<file path="src/rtl/mul16_seq_ctrl.sv">
// Unsigned 16x16->32 multiply sequencer that reuses one external 8x8 multiplier
// over four partial-product steps and accumulates the shifted results.
module mul16_seq_ctrl #(
    parameter int MUL_LAT   = 0,
    parameter bit SKIP_ZERO = 1'b1
) (
    input  logic        clk,
    input  logic        rst,
    input  logic        in_valid,
    output logic        in_ready,
    input  logic [15:0] in_a,
    input  logic [15:0] in_b,
    output logic [7:0]  mul_a,
    output logic [7:0]  mul_b,
    input  logic [15:0] mul_p,
    output logic        out_valid,
    input  logic        out_ready,
    output logic [31:0] out_p,
    output logic        busy
);

    localparam int WCNT_W = (MUL_LAT > 0) ? $clog2(MUL_LAT + 1) : 1;
    localparam logic [WCNT_W-1:0] WCNT_MAX = WCNT_W'(MUL_LAT);

    typedef enum logic [1:0] {
        IDLE = 2'd0,
        MUL  = 2'd1,
        DONE = 2'd2
    } state_t;

    state_t              r_state;
    state_t              w_stateNext;
    logic [15:0]         r_a;
    logic [15:0]         r_b;
    logic [31:0]         r_acc;
    logic [1:0]          r_step;
    logic [WCNT_W-1:0]   r_wcnt;
    logic [31:0]         w_partial;
    logic                w_sample;
    logic                w_zeroOp;

    assign w_sample  = (r_wcnt == WCNT_MAX);
    assign w_zeroOp  = SKIP_ZERO && ((in_a == 16'h0000) || (in_b == 16'h0000));

    assign in_ready  = (r_state == IDLE);
    assign out_valid = (r_state == DONE);
    assign busy      = (r_state == MUL);
    assign out_p     = r_acc;

    // Operands are driven only in MUL so the shared multiplier stays quiet otherwise.
    always_comb begin
        w_stateNext = r_state;
        mul_a       = 8'h00;
        mul_b       = 8'h00;
        w_partial   = 32'h0000_0000;
        case (r_state)
            IDLE: begin
                if (in_valid) begin
                    w_stateNext = w_zeroOp ? DONE : MUL;
                end
            end
            MUL: begin
                case (r_step)
                    2'd0: begin
                        mul_a     = r_a[7:0];
                        mul_b     = r_b[7:0];
                        w_partial = {16'h0000, mul_p};
                    end
                    2'd1: begin
                        mul_a     = r_a[7:0];
                        mul_b     = r_b[15:8];
                        w_partial = {8'h00, mul_p, 8'h00};
                    end
                    2'd2: begin
                        mul_a     = r_a[15:8];
                        mul_b     = r_b[7:0];
                        w_partial = {8'h00, mul_p, 8'h00};
                    end
                    default: begin
                        mul_a     = r_a[15:8];
                        mul_b     = r_b[15:8];
                        w_partial = {mul_p, 16'h0000};
                    end
                endcase
                if (w_sample && (r_step == 2'd3)) begin
                    w_stateNext = DONE;
                end
            end
            DONE: begin
                if (out_ready) begin
                    w_stateNext = IDLE;
                end
            end
            default: w_stateNext = IDLE;
        endcase
    end

    always_ff @(posedge clk or posedge rst) begin
        if (rst) begin
            r_state <= IDLE;
            r_a     <= 16'h0000;
            r_b     <= 16'h0000;
            r_acc   <= 32'h0000_0000;
            r_step  <= 2'd0;
            r_wcnt  <= '0;
        end else begin
            r_state <= w_stateNext;
            case (r_state)
                IDLE: begin
                    if (in_valid) begin
                        r_a    <= in_a;
                        r_b    <= in_b;
                        r_acc  <= 32'h0000_0000;
                        r_step <= 2'd0;
                        r_wcnt <= '0;
                    end
                end
                MUL: begin
                    // Step wraps 3->0 naturally as the last partial product lands.
                    if (w_sample) begin
                        r_acc  <= r_acc + w_partial;
                        r_wcnt <= '0;
                        r_step <= r_step + 2'd1;
                    end else begin
                        r_wcnt <= r_wcnt + WCNT_W'(1);
                    end
                end
                default: ;
            endcase
        end
    end

endmodule

</file>
<file path="config.mk">
export PLATFORM = sky130hd
export DESIGN_NAME = mul16_seq_ctrl
export DESIGN_NICKNAME = d
export VERILOG_FILES = /design/src/rtl/mul16_seq_ctrl.sv
export SDC_FILE = /design/constraint.sdc
export NUM_CORES = 1
export LEC_CHECK = 0
export BUFFER_PORTS_ARGS = -buffer_cell sky130_fd_sc_hd__buf_4
export CAP_MARGIN = 20
export CELL_PAD_IN_SITES_DETAIL_PLACEMENT = 1
export CELL_PAD_IN_SITES_GLOBAL_PLACEMENT = 2
export CORE_MARGIN = 2
export CORE_UTILIZATION = 36
export CTS_CLUSTER_SIZE = 20
export DETAILED_ROUTE_END_ITERATION = 8
export PLACE_DENSITY = 0.95
export SETUP_SLACK_MARGIN = 0.5
export SYNTH_ARGS = -nofsm -noshare
export SYNTH_HDL_FRONTEND = slang
export SYNTH_SLANG_ARGS = --single-unit
</file>
<file path="constraint.sdc">
create_clock -name clk -period 12.1 [get_ports clk]
set_input_delay 1.815 -clock clk [delete_from_list [all_inputs] [get_ports clk]]
set_output_delay 1.815 -clock clk [all_outputs]
set_load 0.02 [all_outputs]
</file>
==> results of run 1 <==
-- per-layer routing --
metal | part of all wire (%) | global-route usage (%) | vias up | routed length, um
met4 | 2.2 | 8.79 | 0 | 356
met3 | 3.7 | 4.01 | 22 | 592
met5 | 0 | 0 | - | 0
met2 | 49 | 37.8 | 90 | 7780
met1 | 45 | 29.1 | 2311 | 7140
li1 | - | - | 2209 | -
-- sequential cells by signal, summed over array words and instances, names as in the netlist --
signal,flops
r_step,2
r_state,2
r_a,16
out_p,32
r_b,16
-- power by group through the flow --
stage	registers (mW)	logic (mW)	clock network [mW]
5_1_grt	0.418	1.02	0.304
3_3_place_gp	0.399	0.900	0
4_1_cts	0.405	0.937	0.294
2_1_floorplan	0.425	0.594	0
6_report	0.405	0.934	0.286
3_5_place_dp	0.408	0.929	0
-- final cells by class --
cell class	instances	area, um2	share of cell area (%)
Inverter	16	60.1	0.982
Clock buffer	12	246	4.03
Tap cell	176	220	3.60
Multi-Input combinational cell	439	3000	49.0
Clock inverter	4	72.6	1.19
Sequential cell	68	1700	27.8
Timing Repair Buffer	107	816	13.3
-- worst max-delay path by stage --
stage | from | end | slack [ns] | depth (start not counted)
CTS | mul_p[0] | out_p[30] | 7.66 | 13
global placement | mul_p[0] | out_p[30] | 7.36 | 13
detailed placement | mul_p[0] | out_p[30] | 7.30 | 13
floorplan | mul_p[0] | out_p[30] | 7.78 | 12
global route | r_step[0] | out_p[31] | 7.23 | 15
finish | mul_p[0] | out_p[30] | 7.65 | 13
-- metrics by stage --
step | hold WS [ns] | instances | area (um2) | power [mW]
2_1_floorplan | 0.447 | 552 | 4870 | 1.02
3_5_place_dp | 0.483 | 806 | 5800 | 1.34
4_1_cts | 0.488 | 822 | 6110 | 1.64
6_report | 0.485 | 822 | 6110 | 1.63
5_1_grt | 0.513 | 822 | 6110 | 1.74
3_3_place_gp | 0.463 | 805 | 5780 | 1.30
-- cell families after synthesis --
family / share of synthesized area (%)
buffers and inverters: 3.55
adders and majority gates: 9.67
AOI/OAI and AO/OA: 22.3
muxes: 7.82
DFF: 35.0
xor gates and xnor gates: 4.14
and+or+nand+nor: 17.6
-- placed cells by master, fill, tap and decap left out, drive strengths merged, types with 3 or more instances in the layout --
| cell type | synthesis | routed |
|---|---|---|
| nor3b | 5 | 5 |
| a311oi | 3 | 3 |
| a31oi | 4 | 4 |
| o21a | 3 | 3 |
| xnor2 | 12 | 12 |
| nand2b | 3 | 3 |
| a211oi | 6 | 6 |
| nor2 | 21 | 21 |
| dfrtp | 68 | 68 |
| xor2 | 11 | 11 |
| nand3 | 24 | 24 |
| clkbuf | 22 | 12 |
| nor3 | 6 | 6 |
| buf | 7 | 107 |
| nor4 | 8 | 8 |
| a21oi | 53 | 53 |
| a22o | 16 | 16 |
| nor2b | 5 | 5 |
| nand2 | 62 | 62 |
| nand4 | 9 | 9 |
| o31ai | 3 | 3 |
| and3 | 19 | 19 |
| o21ai | 56 | 56 |
| mux2 | 32 | 32 |
| a21o | 12 | 12 |
| ha | 36 | 36 |
| inv | 15 | 15 |
==> impl_metrics.csv, run 1 <==
group,metric,value,unit
status,status,"finished clean",
yosys,synth-edff-count,0,
worst_setup_path,crit_chain,"buf_4, and3_1, ha_1, fa_1, a21o_1, a311oi_1, nor3_1, a211oi_2, a31oi_1, a311oi_2, a21oi_1, mux2i_1, nand3_1",
pwr,power_frac_seq,24.9,%
timing,final_hold_viol_count,0,
clock_network,cts_setup_buffers,0,
yosys,synth-main-ff-cell,"dfrtp_1",
worst_setup_path,critPathBufInv,1,
timing,tns,0,ns
pwr,p_switching,0.738,mW
clock_network,cts-root-buf,"clkbuf_16",
worst_setup_path,critPathMaxFanout,3,
worst_setup_path,rr_startpoint,"r_step[0]",
pwr,power_frac_comb,57.5,%
pwr,p_clk_share,17.6,%
worst_hold_path,hold_path.startpoint,"r_state[1]",
yosys,synthesis.nets,641,
clock_network,clk_path_buf_depth,2,
final_layout,fin_util,46.2,%
pwr,cellPowerDensity,266,nW/um2
drt,viasPerCell,5.64,
final_layout,nets,730,
yosys,synth_top_area_cell,"dfrtp_1",
floorplanning,rows,42,
clock_network,numCtsBuffers,9,
clock_network,cts_hold_buf,0,
drt,wl_per_cell,19.3,um
yosys,ys_seq_area_share,35.0,%
worst_hold_path,hold_path.class,"register to register",
clock_network,clkSlewWorstSetupHoldPaths,0.06,ns
drt,dr.pass1.iters,4,
worst_setup_path,slowest_stage,"fa_1",
yosys,ys_warn_count,0,
worst_setup_path,slowest_delay,0.41,ns
clock_network,clock_latency,0.34,ns
global_routing,grt_usage,22.6,%
final_layout,area_growth,25.6,%
global_routing,grt_pass1_vias,4823,
floorplanning,core_area,13200,um2
final_layout,fill_cells,1557,
pwr,ir_drop,89.6,uV
floorplanning,ios,103,
clock_network,cts.repair.resized,0,
yosys,synth_commonest_cells,"dfrtp_1 (68), nand2_1 (62), o21ai_0 (55)",
worst_setup_path,endpoint_kind,"register",
yosys,syn_inst,552,
pwr,leakagePower,2.88,nW
drt,postRouteAntennaNets,0,
timing,fmax,0.225,GHz
global_routing,antenna_found_initial,0,
timing,period_share,36.7,%
worst_setup_path,required,12.32,ns
global_routing,gr-total-overflow,0,
drt,drc,0,
yosys,yosysMostFrequentCell,"dfrtp_1",
worst_setup_path,critPathTopFamily,"compound AO/OA/AOI/OAI gates",
worst_setup_path,r2r_cells,15,
timing,fin_crit,4.45,ns
yosys,synth.area.top_cells,"dfrtp_1 (35%), ha_1 (9.3%), mux2_2 (7.4%)",
worst_setup_path,critPathKind,"input pin to register",
worst_setup_path,r2r_setup_slack,7.68,ns
floorplanning,die_w,120,um
global_routing,grt_pass1_wl,25600,um
yosys,synthArstFlopShare,100,%
timing,drv_slew,0,
timing,tightest_slew,0.926,ns
floorplanning,dieArea,14500,um2
final_layout,diodes,0,
yosys,synth-seq-cells,68,
floorplanning,initial_core_util,36.8,%
worst_setup_path,critPathLaunchType,"input pin",
timing,fin_skew,0.00562,ns
pwr,swShare,45.4,%
floorplanning,fp.dieH,120,um
place,place_hpwl,11800,um
worst_hold_path,min_path_cells,1,
timing,setup_ws,7.65,ns
drt,vias,4632,
flow_run,max_cap_violations,0,
timing,setup_violations,0,
clock_network,clkSinkCount,68,
drt,drt_wl_total,15900,um
pwr,power.internal,0.887,mW
clock_network,cts_tree,"done",
yosys,synth_area_per_cell,8.82,um2
drt,drtIter0Drc,211,
clock_network,htree_levels,3,
place,pre_cts_slack,7.30,ns
worst_hold_path,hold_path_end,"r_state[0]",
worst_setup_path,critPathArrivalTime,4.67,ns
place,gp_congestion,0.968,
yosys,yosys.area.top_type_share,35.0,%
yosys,syn_area,4870,um2
timing,relSlewSlack,38.3,%
timing,rsz0062_at_grt,"no",
yosys,synth.distinct_cells,56,
place,numPortBuffers,102,
final_layout,drive_above_1_share,25.1,%
global_routing,grt_max_degree,75,
worst_setup_path,rr_endpoint,"out_p[31]",
Note: power is estimated with default switching activity, not from simulation.
==> inputs of run 2 (changes only) <==
CORE_UTILIZATION = 33   (was 36)
PLACE_DENSITY = 0.9   (was 0.95)
clock period = 4.3 ns   (was 12.1 ns; I/O delays follow)
==> run 2 against run 1 <==
Against the previous run: global-route usage shrank 1.8 points; total power grew to 2.9 times the previous value; die area grew 8.8%; final cell count grew 2.1%; combinational power grew to 3.0 times the previous value; via count grew 0.56%; sequential share of layout area shrank 1.1 points; design area grew 4.3%; critical path depth grew 1; core utilization shrank 2.1 points; largest power group unchanged.
==> impl_metrics.csv, run 2 (synthesis results as in run 1) <==
group,metric,value,unit
final_layout,area_growth,31.0,%
timing,fmax,0.272,GHz
place,gp_congestion,0.972,
pwr,swShare,45.7,%
floorplanning,die_w,125,um
drt,wl_per_cell,19.4,um
worst_setup_path,required,4.49,ns
clock_network,clkSinkCount,68,
pwr,cellPowerDensity,748,nW/um2
worst_hold_path,hold_path.class,"register to register",
pwr,power.internal,2.59,mW
final_layout,largest_register_ffs,32,
pwr,ir_drop,283,uV
floorplanning,initial_core_util,33.6,%
timing,tightest_slew,0.931,ns
worst_setup_path,critPathBufInv,2,
worst_setup_path,critPathArrivalTime,3.87,ns
clock_network,clkSlewWorstSetupHoldPaths,0.06,ns
drt,wl_met3,469,um
drt,met2_length,8050,um
final_layout,nets,739,
floorplanning,dieArea,15700,um2
clock_network,cts-root-buf,"clkbuf_16",
floorplanning,fp.dieH,125,um
worst_setup_path,crit_chain,"inv_1, ha_2, nor3b_4, a22o_1, ha_4, a21oi_4, o221ai_1, a221o_1, a211oi_4, a31oi_4, a311oi_2, buf_4, xor2_1, o21ai_0",
global_routing,grt_usage,20.8,%
pwr,power_frac_seq,24.0,%
timing,fin_skew,0.00521,ns
drt,postRouteAntennaNets,0,
global_routing,gr-total-overflow,0,
timing,whs,0.498,ns
drt,drt_wl_total,16300,um
pwr,total_power,4.77,mW
clock_network,htree_levels,3,
worst_setup_path,critPathMaxFanout,11,
drt,drtIter0Drc,200,
clock_network,clk_path_buf_depth,2,
timing,tns,0,ns
global_routing,grt_pass1_vias,4811,
drt,wl_met1,7370,um
pwr,leakagePower,2.93,nW
final_layout,diodes,0,
worst_setup_path,slowest_stage,"dfrtp_2",
pwr,p_clk_share,16.3,%
worst_setup_path,r2r_setup_slack,0.63,ns
drt,drc,0,
timing,rsz0062_at_grt,"no",
floorplanning,rows,44,
worst_setup_path,critPathTopFamily,"compound AO/OA/AOI/OAI gates",
place,place_hpwl,12200,um
timing,setup_violations,0,
final_layout,fin_util,44.0,%
worst_setup_path,endpoint_kind,"register",
global_routing,grt_max_degree,68,
final_layout,fin_area,6380,um2
worst_setup_path,critPathKind,"register to register",
place,place_area,5820,um2
pwr,power_frac_comb,59.7,%
flow_run,max_cap_violations,0,
timing,period_share,85.4,%
floorplanning,ios,103,
floorplanning,core_area,14500,um2
timing,final_hold_viol_count,0,
timing,relSlewSlack,37.8,%
clock_network,cts_hold_buf,0,
pwr,p_switching,2.18,mW
clock_network,cts_tree,"done",
global_routing,grt_pass1_wl,26000,um
place,numPortBuffers,102,
worst_setup_path,critPathLaunchType,"register",
final_layout,drive_above_1_share,30.2,%
clock_network,clock_latency,0.34,ns
clock_network,numCtsBuffers,9,
worst_setup_path,slowest_delay,0.40,ns
drt,highest_layer,"met4",
drt,dr.pass1.iters,4,
final_layout,final_cell_mix,"buf_4 (113), dfrtp_1 (67), nand2_1 (61), o21ai_0 (54), a21oi_1 (45)",
global_routing,antenna_found_initial,0,
final_layout,mostFrequentLayoutCell,"buf_4",
timing,drv_slew,0,
drt,viasPerCell,5.55,
timing,fin_crit,3.67,ns
status,status,"finished clean",
drt,vias,4658,
[run 2: changes by cell type in the layout (fill, tap and decap cells not counted), sizes merged]
cell	before	now
clkbuf	12	10
clkinvlp	1	2
buf	107	116
inv	15	17
bufinv	2	1
[run 2: final timing paths]
kind / cells past startpoint / to / start
setup / recovery: 14 / out_p[26] / r_step[0]
hold / removal: 1 / r_state[0] / r_state[1]
setup reg to reg: 14 / out_p[26] / r_step[0]
hold reg to reg: 1 / r_state[0] / r_state[1]
max in group asynchronous: 3 / r_b[7] / rst
min in group asynchronous: 2 / out_p[8] / rst
[run 2: what timing repair did]
action                     CTS  global route
buffers inserted             4             4
pin swaps                    2             9
gates resized for setup      7            34
setup endpoints to repair   12            11
[run 2: routing by layer]
layer,vias up,GRT usage (%)
met5,-,0
met2,86,34.7
met3,28,2.78
met4,0,7.71
li1,2240,-
met1,2304,27.6
[run 2: power by group through the flow]
| stage | Sequential [mW] | Combinational [mW] | Clock, mW |
|---|---|---|---|
| 4_1_cts | 1.14 | 2.70 | 0.797 |
| 2_1_floorplan | 1.20 | 1.68 | 0 |
| 6_report | 1.15 | 2.84 | 0.777 |
| 3_3_place_gp | 1.12 | 2.55 | 0 |
| 5_1_grt | 1.19 | 3.11 | 0.829 |
| 3_5_place_dp | 1.15 | 2.62 | 0 |
[run 2: through the flow]
stage	worst slack, ns	instances
after floorplan	0.605	552
final	0.627	839
after CTS	0.514	835
after global placement	0.201	814
after detailed placement	0.0759	815
after global routing	0.463	839
[run 2: layout make-up]
cell class                 count  area [um2]
timing repair buffer         116         891
inverter                      16        62.6
fill                        1693        8100
multi-input combinational    439        3180
clock inverter                 6        71.3
tap                          184         230
sequential                    68        1700
clock buffer                  10         239
